**src/rtl/uart_rx_oversampled.sv**
```systemverilog
// uart_rx_oversampled
//   UART receiver driven by an oversampled baud tick. The asynchronous rx
//   line is synchronised, a start bit is confirmed at its mid-point, and
//   each following bit is sampled at mid-bit. Bits arrive LSB first.
//   Each accepted byte is presented with a one-cycle data_valid strobe.
//
//   Optional feature macro: UART_RX_PARITY_EN
//     defined   : an even-parity bit follows the data bits and is checked
//     undefined : no parity bit; parity_error_o is tied low
//
// Ports
//   clk_i           system clock
//   rst_n_i         synchronous, active-low reset
//   baud_tick_i     one-clk pulse at OVERSAMPLE x baud rate
//   rx_i            asynchronous serial line, idles high
//   data_out_o      last correctly received byte
//   data_valid_o    one-cycle strobe, data_out_o is new
//   framing_error_o one-cycle strobe, stop bit sampled low
//   parity_error_o  one-cycle strobe, parity mismatch with good stop bit
//   busy_o          high whenever the receiver is not idle
//   dbg_state_o     current FSM state, for observation only
//
// Handshake: data_valid_o, framing_error_o and parity_error_o are
// fire-and-forget strobes with no back-pressure. Each is high for exactly
// one clk cycle and at most one of them is high in any cycle.

module uart_rx_oversampled #(
    parameter int DATA_BITS   = 8,
    parameter int OVERSAMPLE  = 8,
    parameter int SYNC_STAGES = 2
) (
    input  logic                 clk_i,
    input  logic                 rst_n_i,
    input  logic                 baud_tick_i,
    input  logic                 rx_i,
    output logic [DATA_BITS-1:0] data_out_o,
    output logic                 data_valid_o,
    output logic                 framing_error_o,
    output logic                 parity_error_o,
    output logic                 busy_o,
    output logic [2:0]           dbg_state_o
);

    localparam int TICK_W = $clog2(OVERSAMPLE);
    localparam int BIT_W  = $clog2(DATA_BITS + 1);

    localparam logic [TICK_W-1:0] HALF_M1  = TICK_W'(OVERSAMPLE / 2 - 1);
    localparam logic [TICK_W-1:0] FULL_M1  = TICK_W'(OVERSAMPLE - 1);
    localparam logic [BIT_W-1:0]  LAST_BIT = BIT_W'(DATA_BITS - 1);

    typedef enum logic [2:0] {
        S_IDLE   = 3'd0,
        S_START  = 3'd1,
        S_DATA   = 3'd2,
        S_PARITY = 3'd3,
        S_STOP   = 3'd4,
        S_BREAK  = 3'd5
    } state_t;

    state_t                 state_q, state_d;
    logic [SYNC_STAGES-1:0] sync_q;
    logic [TICK_W-1:0]      tick_cnt_q, tick_cnt_d;
    logic [BIT_W-1:0]       bit_cnt_q, bit_cnt_d;
    logic [DATA_BITS-1:0]   shift_q, shift_d;
    logic [DATA_BITS-1:0]   data_out_q, data_out_d;
    logic                   valid_q, valid_d;
    logic                   ferr_q, ferr_d;
    logic                   parity_ok;
    logic                   rx_s;

`ifdef UART_RX_PARITY_EN
    logic                   par_bit_q, par_bit_d;
    logic                   perr_q, perr_d;
    // Even parity: data bits XOR parity bit must be zero.
    assign parity_ok = ~(^shift_q ^ par_bit_q);
`else
    assign parity_ok = 1'b1;
`endif

    assign rx_s = sync_q[SYNC_STAGES-1];

    // Synchroniser runs every clk; presetting to 1 keeps a reset from
    // looking like a start bit.
    always_ff @(posedge clk_i) begin
        if (!rst_n_i) begin
            sync_q <= '1;
        end else begin
            sync_q <= {sync_q[SYNC_STAGES-2:0], rx_i};
        end
    end

    always_ff @(posedge clk_i) begin
        if (!rst_n_i) begin
            state_q    <= S_IDLE;
            tick_cnt_q <= '0;
            bit_cnt_q  <= '0;
            shift_q    <= '0;
            data_out_q <= '0;
            valid_q    <= 1'b0;
            ferr_q     <= 1'b0;
`ifdef UART_RX_PARITY_EN
            par_bit_q  <= 1'b0;
            perr_q     <= 1'b0;
`endif
        end else begin
            state_q    <= state_d;
            tick_cnt_q <= tick_cnt_d;
            bit_cnt_q  <= bit_cnt_d;
            shift_q    <= shift_d;
            data_out_q <= data_out_d;
            valid_q    <= valid_d;
            ferr_q     <= ferr_d;
`ifdef UART_RX_PARITY_EN
            par_bit_q  <= par_bit_d;
            perr_q     <= perr_d;
`endif
        end
    end

    always_comb begin
        state_d    = state_q;
        tick_cnt_d = tick_cnt_q;
        bit_cnt_d  = bit_cnt_q;
        shift_d    = shift_q;
        data_out_d = data_out_q;
        // Strobes default low so they clear on the next edge even without a tick.
        valid_d    = 1'b0;
        ferr_d     = 1'b0;
`ifdef UART_RX_PARITY_EN
        par_bit_d  = par_bit_q;
        perr_d     = 1'b0;
`endif
        if (baud_tick_i) begin
            case (state_q)
                S_IDLE: begin
                    if (!rx_s) begin
                        state_d    = S_START;
                        tick_cnt_d = '0;
                    end
                end
                S_START: begin
                    // Mid start bit: a line back high means a glitch.
                    if (tick_cnt_q == HALF_M1) begin
                        if (!rx_s) begin
                            state_d    = S_DATA;
                            tick_cnt_d = '0;
                            bit_cnt_d  = '0;
                        end else begin
                            state_d = S_IDLE;
                        end
                    end else begin
                        tick_cnt_d = tick_cnt_q + 1'b1;
                    end
                end
                S_DATA: begin
                    if (tick_cnt_q == FULL_M1) begin
                        tick_cnt_d = '0;
                        shift_d    = {rx_s, shift_q[DATA_BITS-1:1]};
                        bit_cnt_d  = bit_cnt_q + 1'b1;
                        if (bit_cnt_q == LAST_BIT) begin
`ifdef UART_RX_PARITY_EN
                            state_d = S_PARITY;
`else
                            state_d = S_STOP;
`endif
                        end
                    end else begin
                        tick_cnt_d = tick_cnt_q + 1'b1;
                    end
                end
`ifdef UART_RX_PARITY_EN
                S_PARITY: begin
                    if (tick_cnt_q == FULL_M1) begin
                        tick_cnt_d = '0;
                        par_bit_d  = rx_s;
                        state_d    = S_STOP;
                    end else begin
                        tick_cnt_d = tick_cnt_q + 1'b1;
                    end
                end
`endif
                S_STOP: begin
                    // Returning to IDLE at mid-stop lets a back-to-back
                    // start edge be caught.
                    if (tick_cnt_q == FULL_M1) begin
                        tick_cnt_d = '0;
                        if (rx_s) begin
                            state_d = S_IDLE;
                            if (parity_ok) begin
                                data_out_d = shift_q;
                                valid_d    = 1'b1;
                            end else begin
`ifdef UART_RX_PARITY_EN
                                perr_d = 1'b1;
`endif
                            end
                        end else begin
                            ferr_d  = 1'b1;
                            state_d = S_BREAK;
                        end
                    end else begin
                        tick_cnt_d = tick_cnt_q + 1'b1;
                    end
                end
                S_BREAK: begin
                    // Wait out a held-low line so it cannot retrigger frames.
                    if (rx_s) begin
                        state_d = S_IDLE;
                    end
                end
                default: state_d = S_IDLE;
            endcase
        end
    end

    assign data_out_o      = data_out_q;
    assign data_valid_o    = valid_q;
    assign framing_error_o = ferr_q;
`ifdef UART_RX_PARITY_EN
    assign parity_error_o  = perr_q;
`else
    assign parity_error_o  = 1'b0;
`endif
    assign busy_o          = (state_q != S_IDLE);
    assign dbg_state_o     = state_q;

endmodule

```
**config.mk**
```make
export PLATFORM = sky130hd
export DESIGN_NAME = uart_rx_oversampled
export DESIGN_NICKNAME = d
export VERILOG_FILES = /design/src/rtl/uart_rx_oversampled.sv
export SDC_FILE = /design/constraint.sdc
export NUM_CORES = 1
export LEC_CHECK = 0
export ABC_AREA = 1
export CORE_AREA = 10 10 76 84
export CTS_CLUSTER_DIAMETER = 60
export DETAILED_ROUTE_END_ITERATION = 8
export DIE_AREA = 0 0 86 94
export PLACE_DENSITY = 0.5
export SYNTH_ARGS = -nofsm -noshare
export SYNTH_HDL_FRONTEND = slang
export SYNTH_SLANG_ARGS = --single-unit
```
**constraint.sdc**
```tcl
create_clock -name clk_i -period 1.7 [get_ports clk_i]
set_clock_uncertainty 0.05 [all_clocks]
set_input_delay 0.17 -clock clk_i [delete_from_list [all_inputs] [get_ports clk_i]]
set_output_delay 0.17 -clock clk_i [all_outputs]
set_load 0.05 [all_outputs]
```
Yosys cells after proc, flatten, opt, wreduce, memory -nomap -nowiden
Cells that the tools add are included.
- shift operators: 0
- bitwise operators: 0
- $lt $le $gt $ge: 0
- mux-type cells: 19
- equality and inequality tests: 14
- $add $sub $neg: 2
- reductions and logical operators: 11
- div/mod/pow operators: 0
- multiply operators: 0
- operators with widths (kind ; count):
    3-bit 2-to-1 mux ; 10
    3-bit one-hot mux with 5 select lines ; 1
    2-bit inequality test, second input constant ; 7
    4-bit 2-to-1 mux ; 3
    3-bit == test, second input constant ; 3
    3-bit one-hot mux with 3 select lines ; 1
    4-bit one-hot mux with 2 select lines ; 1
    4-bit AND reduction ; 2
    7-bit AND reduction ; 1
    3-bit by 2-bit == test with 1-bit output, second input constant ; 2
    3-bit nonzero test ; 2
    5-bit AND reduction ; 1
    4-bit by 1-bit adder with 4-bit output, second input constant ; 1
    4-bit by 3-bit == test with 1-bit output, second input constant ; 1
    3-bit by 1-bit adder with 3-bit output, second input constant ; 1
    3-bit by 1-bit == test with 1-bit output, second input constant ; 1
    3-bit logical NOT ; 1
    3-bit AND reduction ; 1
    1-bit 2-to-1 mux ; 2
    2-bit 2-to-1 mux ; 1
    2-bit AND reduction ; 1
    2-bit nonzero test ; 1
    2-bit OR reduction ; 1
- ROM bits: 0
- input port bits: 4
- bits in writable memories: 0
- output and inout bits: 15
- word-level logic and storage cells: 54
- bits in registers: 30
- latch bits: 0
- memories kept: 0

Longest topological paths before layout
Gate-level depths: netlist (run 1).
- depth after elaboration: 4
- depth in mapped cells: 10
- mapped depth without buffers: 10

Least setup slack after synthesis (run 1)
Ideal clock, no wire load.
- kind: reg-to-reg
- start: register state_q[2] (netlist: dbg_state_o[2])
- end: register state_q[0] (netlist: dbg_state_o[0])
- clock period less this slack: 1937 ps
- arrival: 1774 ps
- data required time: 1537 ps
- slack: -237 ps
- library setup time: 113 ps
- buffers on the path: 0
- cell stages (with the launch flop): 8
- path through: dfxtp_1 > inv_2 > nand2_1 > nand2_1 > a21oi_2 > nand2_2 > nor2_1 > nor2_1
- cells in the longest elaborated chain, start to end: 3
- elaborated cells on any way between the ends: 13
- those cells by class: 10 x eq/ne; 1 x mux; 2 x reduce/logical
- RTL lines (item ; line ; text):
    start: declaration ; 60 ; state_t state_q, state_d;
    start signal: assignment ; 106 ; state_q <= state_d;
    3-bit by 2-bit == test with 1-bit output (tied with other cells) ; 134 ; case (state_q)
    2-bit inequality test (no source line) ; -- ;
    7-bit AND reduction (no source line) ; -- ;
Several ways; a longest one is shown, not always the timed one.
A chain may end at the register's enable or synchronous reset.

Worst setup path after layout (run 1)
- start: register ferr_q (netlist: framing_error_o)
- end: output port framing_error_o
- RTL lines (item ; line ; text):
    start: declaration ; 67 ; logic ferr_q, ferr_d;
    start signal: assignment ; 112 ; ferr_q <= ferr_d;
    end: declaration ; 38 ; output logic framing_error_o,
No word-level cell between the ends.

==> summary.md, run 1 <==
| Metric | Value |
|---|---|
| WP data arrival | 1.38 ns |
| Syn nets | 190 |
| Hold Vio Cnt, Final | 0 |
| Post-Syn Area per Cell | 7.55 sq um |
| Synthesized flop and latch total | 30 |
| Hpwl dp | 2.25 mm |
| Synth top area share | 43.7% |
| H-tree Lvls | 2 |
| Layout cells sized above 1 | 22.8% |
| Placement Rows | 26 |
| Sequential share of the synthesized area | 43.7% |
| Core Area | 4650 sq um |
| Critical-path top delay cell | clkdlybuf4s50_1 |
| Cts bufs inserted | 5 |
| RSZ-0062 raised after global routing | no |
| Max-cap violations | 0 |
| Leading cell types by count after synthesis | dfxtp_1, nand2_1, a21oi_1 |
| Clock slew at reported path FFs | 0.06 ns |
| Cts hold-fix bufs | 0 |
| Sink Count | 30 |
| Worst path bufs/invs | 1 |
| Synth top area cells | dfxtp_1, a21oi_1, nand2_1 |
| Synthesized instance count | 182 |
| Routed len/inst | between 10 and 15 microns |
| Filler cell count | around 500 |
| Chip width | 86 microns |
| Initial antenna violation count | 0 |
| GRT Total Usage | 8.20% |
| FFs w/ async S/R, synth | 0% |
| Crit share post-route | 93.9% |
| Final Setup Violations | 0 |
| CP Launch Type | flop |
| Initial DRT Pass Iterations | 4 |
| # DRC | 0 |
| Global placer's final weighted congestion | ~0.81 |
| Die Area | 8080 sq um |
| Root buf cell | clkbuf_8 |
| Total I/O pin count | 19 |
| Area delta synth->final | 25.8% |
| Post-Route Utilization | between 30% and 40% |
| First-pass GRT wire length | between 5 and 6 mm |
| Largest net degree at the start of global routing | 23 |
| WP data required | approximately 1.5 ns |
| Final count of pins violating max slew | 0 |
| Vias in the first global route | 1138 |
| Post-Syn Area | between 1000 and 1500 sq um |
| Initial Utilization | between 20% and 30% |
| Cell family with most CP delay | buffers and inverters |
| CTS tree | done |
| Nets | about 210 |
| Largest area contributor in the netlist | dfxtp_1 |
| Primary FF master, synth | dfxtp_1 |
| Total grt overflow | 0 |
| Area of the multi-input gates | 667 sq um |
| Leakage | 0.745 nW |
| Vias per std cell | 4.65 |
| Port bufs | 17 |
| Total Negative Setup Slacks | 0 ns |
| Antenna Nets Post-Route | 0 |
| DR iter-0 viols | 71 |
| Cell with the most instances after synthesis | dfxtp_1 |
| Deepest clock path buffer count | 2 |
| Status | finished, final reports clean |
| Power density cells | between 1000 and 1500 nW/um^2 |
| Max VDD drop | 661 uV |
| Critical Path Fanout Max | 1 |
| Register area | 604 sq um |
| Vias | approximately 1200 |
| Final WL | 3.16 mm |
| Number of synthesized flops with an enable pin | 0 |
| Fin crit period | 1.60 ns |
| Max incr delay on CP | 0.79 ns |
| Die Ht | 94 microns |
| Hold Crit Class | flop to flop |
| CP cell instances | clkdlybuf4s50_1 |
| Crit. End Element | primary output |
| Synth cell types | 27 |
| Syn. warnings | 0 |
| N_diodes | 0 |
| FMAX | 627 MHz |
| Worst skew pair latency | between 0.2 and 0.3 ns |
| WS Path Type | flop to primary output |
[worst paths after layout]
check / end / cells after the start / startpoint / slack, ns
setup / recovery: framing_error_o / 1 / framing_error_o / 0.10
hold / removal: sync_q[1] / 1 / sync_q[0] / 0.36
setup reg to reg: data_out_o[7] / 7 / tick_cnt_q[0] / 0.12
hold reg to reg: sync_q[1] / 1 / sync_q[0] / 0.36
[report_power, final]
group	switching, W	internal, W
Combinational	0.000654	0.000327
Sequential	0.0000744	0.000757
Clock	0.000273	0.000469
[per-stage QoR]
step	instances	instance area, sq um	setup WS (ns)	total power, W	hold WS [ns]
CTS	258	1680	0.0753	0.00258	0.367
global route	262	1730	0.00477	0.00273	0.375
global placement	251	1570	0.0658	0.00184	0.347
floorplan	182	1380	0.00178	0.00152	0.227
finish	262	1730	0.104	0.00255	0.364
detailed placement	251	1570	0.0661	0.00183	0.352
[cell usage in the layout, fill, tap and decap left out, drive strengths merged]
master / count
dfxtp: 30
nand2: 29
a21oi: 24
inv: 23
o21ai: 21
nor2: 20
buf: 18
nand3: 18
clkbuf: 6
clkdlybuf4s50: 4
ha: 4
nand4: 2
or2: 2
nor3: 1
nor4: 1
nor3b: 1
conb: 1
bufinv: 1
[routing by layer]
metal	global-route usage (%)	part of all wire, %	up-vias
li1	-	-	643
met1	9.41	47	541
met2	12.7	46	29
met3	4.25	6.7	4
met4	2.88	1.2	0
met5	0	0	-
[cell type report]
type                            count  share of cell area, %
Multi-Input combinational cell    124                   38.6
Sequential cell                    30                   35.0
Timing Repair Buffer               22                   10.9
Inverter                           23                   5.00
Clock buffer                        6                   4.78
Tap cell                           56                   4.06
Clock inverter                      1                   1.74
[kinds of logic (layout without fill, tap and decap cells)]
logic type	count (synthesis)	after routing	share of synthesized area, %
and+or+nand+nor	74	74	26.0
buffers and inverters	28	52	8.83
adders and majority gates	4	4	3.64
other	1	1	0.273
AOI/OAI and AO/OA	45	45	17.5
DFF	30	30	43.7
[sequential cells by signal, indices dropped and copies added, names as in the netlist]
signal           count
dbg_state_o          3
tick_cnt_q           3
shift_q              8
data_out_o           8
data_valid_o         1
sync_q               2
bit_cnt_q            4
framing_error_o      1
[what timing repair did]
item / in CTS / in global routing
buffers inserted: 0 / 4
setup endpoints to repair: 0 / 13
resized for setup: 0 / 3
hold endpoints to repair: 0 / 0
Power figures use the tool's default switching activity.
==> run 2, diff against run 1 <==
--- a/config.mk
+++ b/config.mk
@@ -10,7 +10,7 @@
 export CTS_CLUSTER_DIAMETER = 60
 export DETAILED_ROUTE_END_ITERATION = 8
 export DIE_AREA = 0 0 86 94
-export PLACE_DENSITY = 0.5
+export PLACE_DENSITY_LB_ADDON = 0.15
 export SYNTH_ARGS = -nofsm -noshare
 export SYNTH_HDL_FRONTEND = slang
 export SYNTH_SLANG_ARGS = --single-unit
==> run 2 against run 1 <==
  * Final cell count decreased by 0.76%
  * Via count decreased by 4.0%
  * Sequential share of layout area unchanged
  * First-iteration DRC count increased by 30%
  * Largest cell class unchanged
  * Highest routed layer unchanged
  * Worst setup slack improved by 0.0039 ns
  * Worst hold slack got worse by 0.00095 ns
  * Maximum frequency increased by 0.24%
==> summary.md, run 2 (synthesized netlist as in run 1, its figures left out) <==
| Metric | Value |
|---|---|
| Area delta synth->final | 25.8% (unchanged) |
| FMAX | 628 MHz (+0.24%) |
| H-tree Lvls | 2 (unchanged) |
| Final WL | 3.09 mm (-2.3%) |
| Clock slew at reported path FFs | 0.06 ns (about the same) |
| Port bufs | 17 (unchanged) |
| Cts bufs inserted | 5 (unchanged) |
| Fin crit period | 1.59 ns (-0.00387 ns) |
| Root buf cell | clkbuf_8 |
| Placement Rows | 26 (unchanged) |
| DP Area | 1570 sq um (unchanged) |
| Crit. End Element | primary output |
| Worst skew pair latency | 0.28 ns (about the same) |
| Cell family with most CP delay | buffers and inverters |
| Register area | 604 sq um (unchanged) |
| Cell Count, Final, Fillers Out | 260 (-0.76%) |
| CP cell instances | clkdlybuf4s50_1 |
| Final design area excluding fillers | 1730 sq um (unchanged) |
| Layout cells sized above 1 | 22.5% (-0.27 points) |
| Worst path bufs/invs | 1 (unchanged) |
| Largest net degree at the start of global routing | 23 (unchanged) |
| CP Launch Type | flop |
| Initial Utilization | 29.5% (unchanged) |
| Vias in the first global route | 1175 (+3.3%) |
| Area of the multi-input gates | 669 sq um (+0.38%) |
| Critical Path Fanout Max | 1 (unchanged) |
| CTS tree | done |
| Sink Count | 30 (unchanged) |
| Final Setup Violations | 0 (unchanged) |
| Initial DRT Pass Iterations | 4 (unchanged) |
| Core Area | 4650 sq um (unchanged) |
| Routed len/inst | 11.9 microns (-1.6%) |
| Hpwl dp | 2.24 mm (-0.57%) |
| Chip width | 86 microns (unchanged) |
| Most frequent cells in the layout | nand2_1, dfxtp_1, a21oi_1, inv_1, nor2_1 |
| Antenna Nets Post-Route | 0 (unchanged) |
| Leakage | 0.737 nW (-1.1%) |
| Total I/O pin count | 19 (unchanged) |
| Least-Margin Pin Slew | 0.496 ns |
| Hold Crit Class | flop to flop |
| RSZ-0062 raised after global routing | no |
| Power density cells | 1470 nW/um^2 (-0.32%) |
| Die Ht | 94 microns (unchanged) |
| Max incr delay on CP | 0.79 ns (about the same) |
| Placed cells | 251 (unchanged) |
| Deepest clock path buffer count | 2 (unchanged) |
| Global placer's final weighted congestion | 0.745 (-8.1%) |
| WP data required | 1.48 ns (about the same) |
| Crit share post-route | 93.6% (-0.23 points) |
| Nets | 212 (-0.93%) |
| Vias per std cell | 4.49 (-3.3%) |
| Die Area | 8080 sq um (unchanged) |
| N_diodes | 0 (unchanged) |
| Total Negative Setup Slacks | 0 ns (unchanged) |
| Post-Route Utilization | 37.1% (unchanged) |
| Critical-path top delay cell | clkdlybuf4s50_1 |
| DR iter-0 viols | 92 (+30%) |
| Status | finished, final reports clean |
| Filler cell count | 492 (-2.6%) |
| Max-cap violations | 0 (unchanged) |
| Final count of pins violating max slew | 0 (unchanged) |
| Initial antenna violation count | 0 (unchanged) |
| First-pass GRT wire length | 5.26 mm (-1.7%) |
| Slew Limit Headroom | roughly 67% |
| Hold Vio Cnt, Final | 0 (unchanged) |
| Vias | 1168 (-4.0%) |
| GRT Total Usage | 8.01% (-0.19 points) |
| WS Path Type | flop to primary output |
| WP data arrival | 1.37 ns (about the same) |
| # DRC | 0 (unchanged) |
| Max VDD drop | 612 uV (-7.4%) |
| Total grt overflow | 0 (unchanged) |
[run 2: worst reg2reg max path, stage by stage, from the launching register on]
cell     delay, ns
dfxtp_2       0.36
inv_2         0.15
nand3_4       0.15
inv_2         0.12
nand3_2       0.25
o21ai_0       0.26
a21oi_1       0.06
[run 2: final timing paths]
check	startpoint	end	slack (ns)	cells past startpoint
worst max-delay path	data_valid_o	data_valid_o	0.11	1
worst min-delay path	sync_q[0]	sync_q[1]	0.36	1
worst max register to register	dbg_state_o[2]	shift_q[0]	0.18	6
worst min register to register	sync_q[0]	sync_q[1]	0.36	1
[run 2: final cells by class]
type | count | area share, %
multi-input cells | 124 | 38.7
clock inverters | 1 | 1.74
inverters | 23 | 5.00
flip-flops and latches | 30 | 35.0
well taps | 56 | 4.06
clock buffers | 6 | 4.78
repair buffers | 20 | 10.7
[run 2: per-layer routing]
metal	up-vias	part of all wire (%)	global-route usage (%)	wire length, microns
li1	636	-	-	-
met2	22	47	13.2	1460
met1	508	46	8.81	1410
met4	0	0.16	2.88	5
met3	2	6.6	3.73	205
met5	-	0	0	0
[run 2: repair_timing]
action	in CTS	in global routing
hold buffers	0	0
hold endpoints to repair	0	0
setup endpoints to repair	0	15
resized for setup	0	4
setup buffers	0	2
[run 2: where the power goes]
| group | leakage (nW) | switching (W) | internal [W] |
|---|---|---|---|
| combinational | 0.436 | 0.000659 | 0.000328 |
| clock | 0.0573 | 0.000261 | 0.000468 |
| sequential | 0.244 | 0.0000721 | 0.000757 |
[run 2: per-stage QoR]
step	setup slack (ns)	hold slack, ns	total power (W)
2_1_floorplan	0.00178	0.227	0.00152
3_3_place_gp	0.0152	0.347	0.00184
3_5_place_dp	0.0585	0.350	0.00183
4_1_cts	0.0409	0.365	0.00258
5_1_grt	0.0162	0.389	0.00273
6_report	0.108	0.363	0.00255
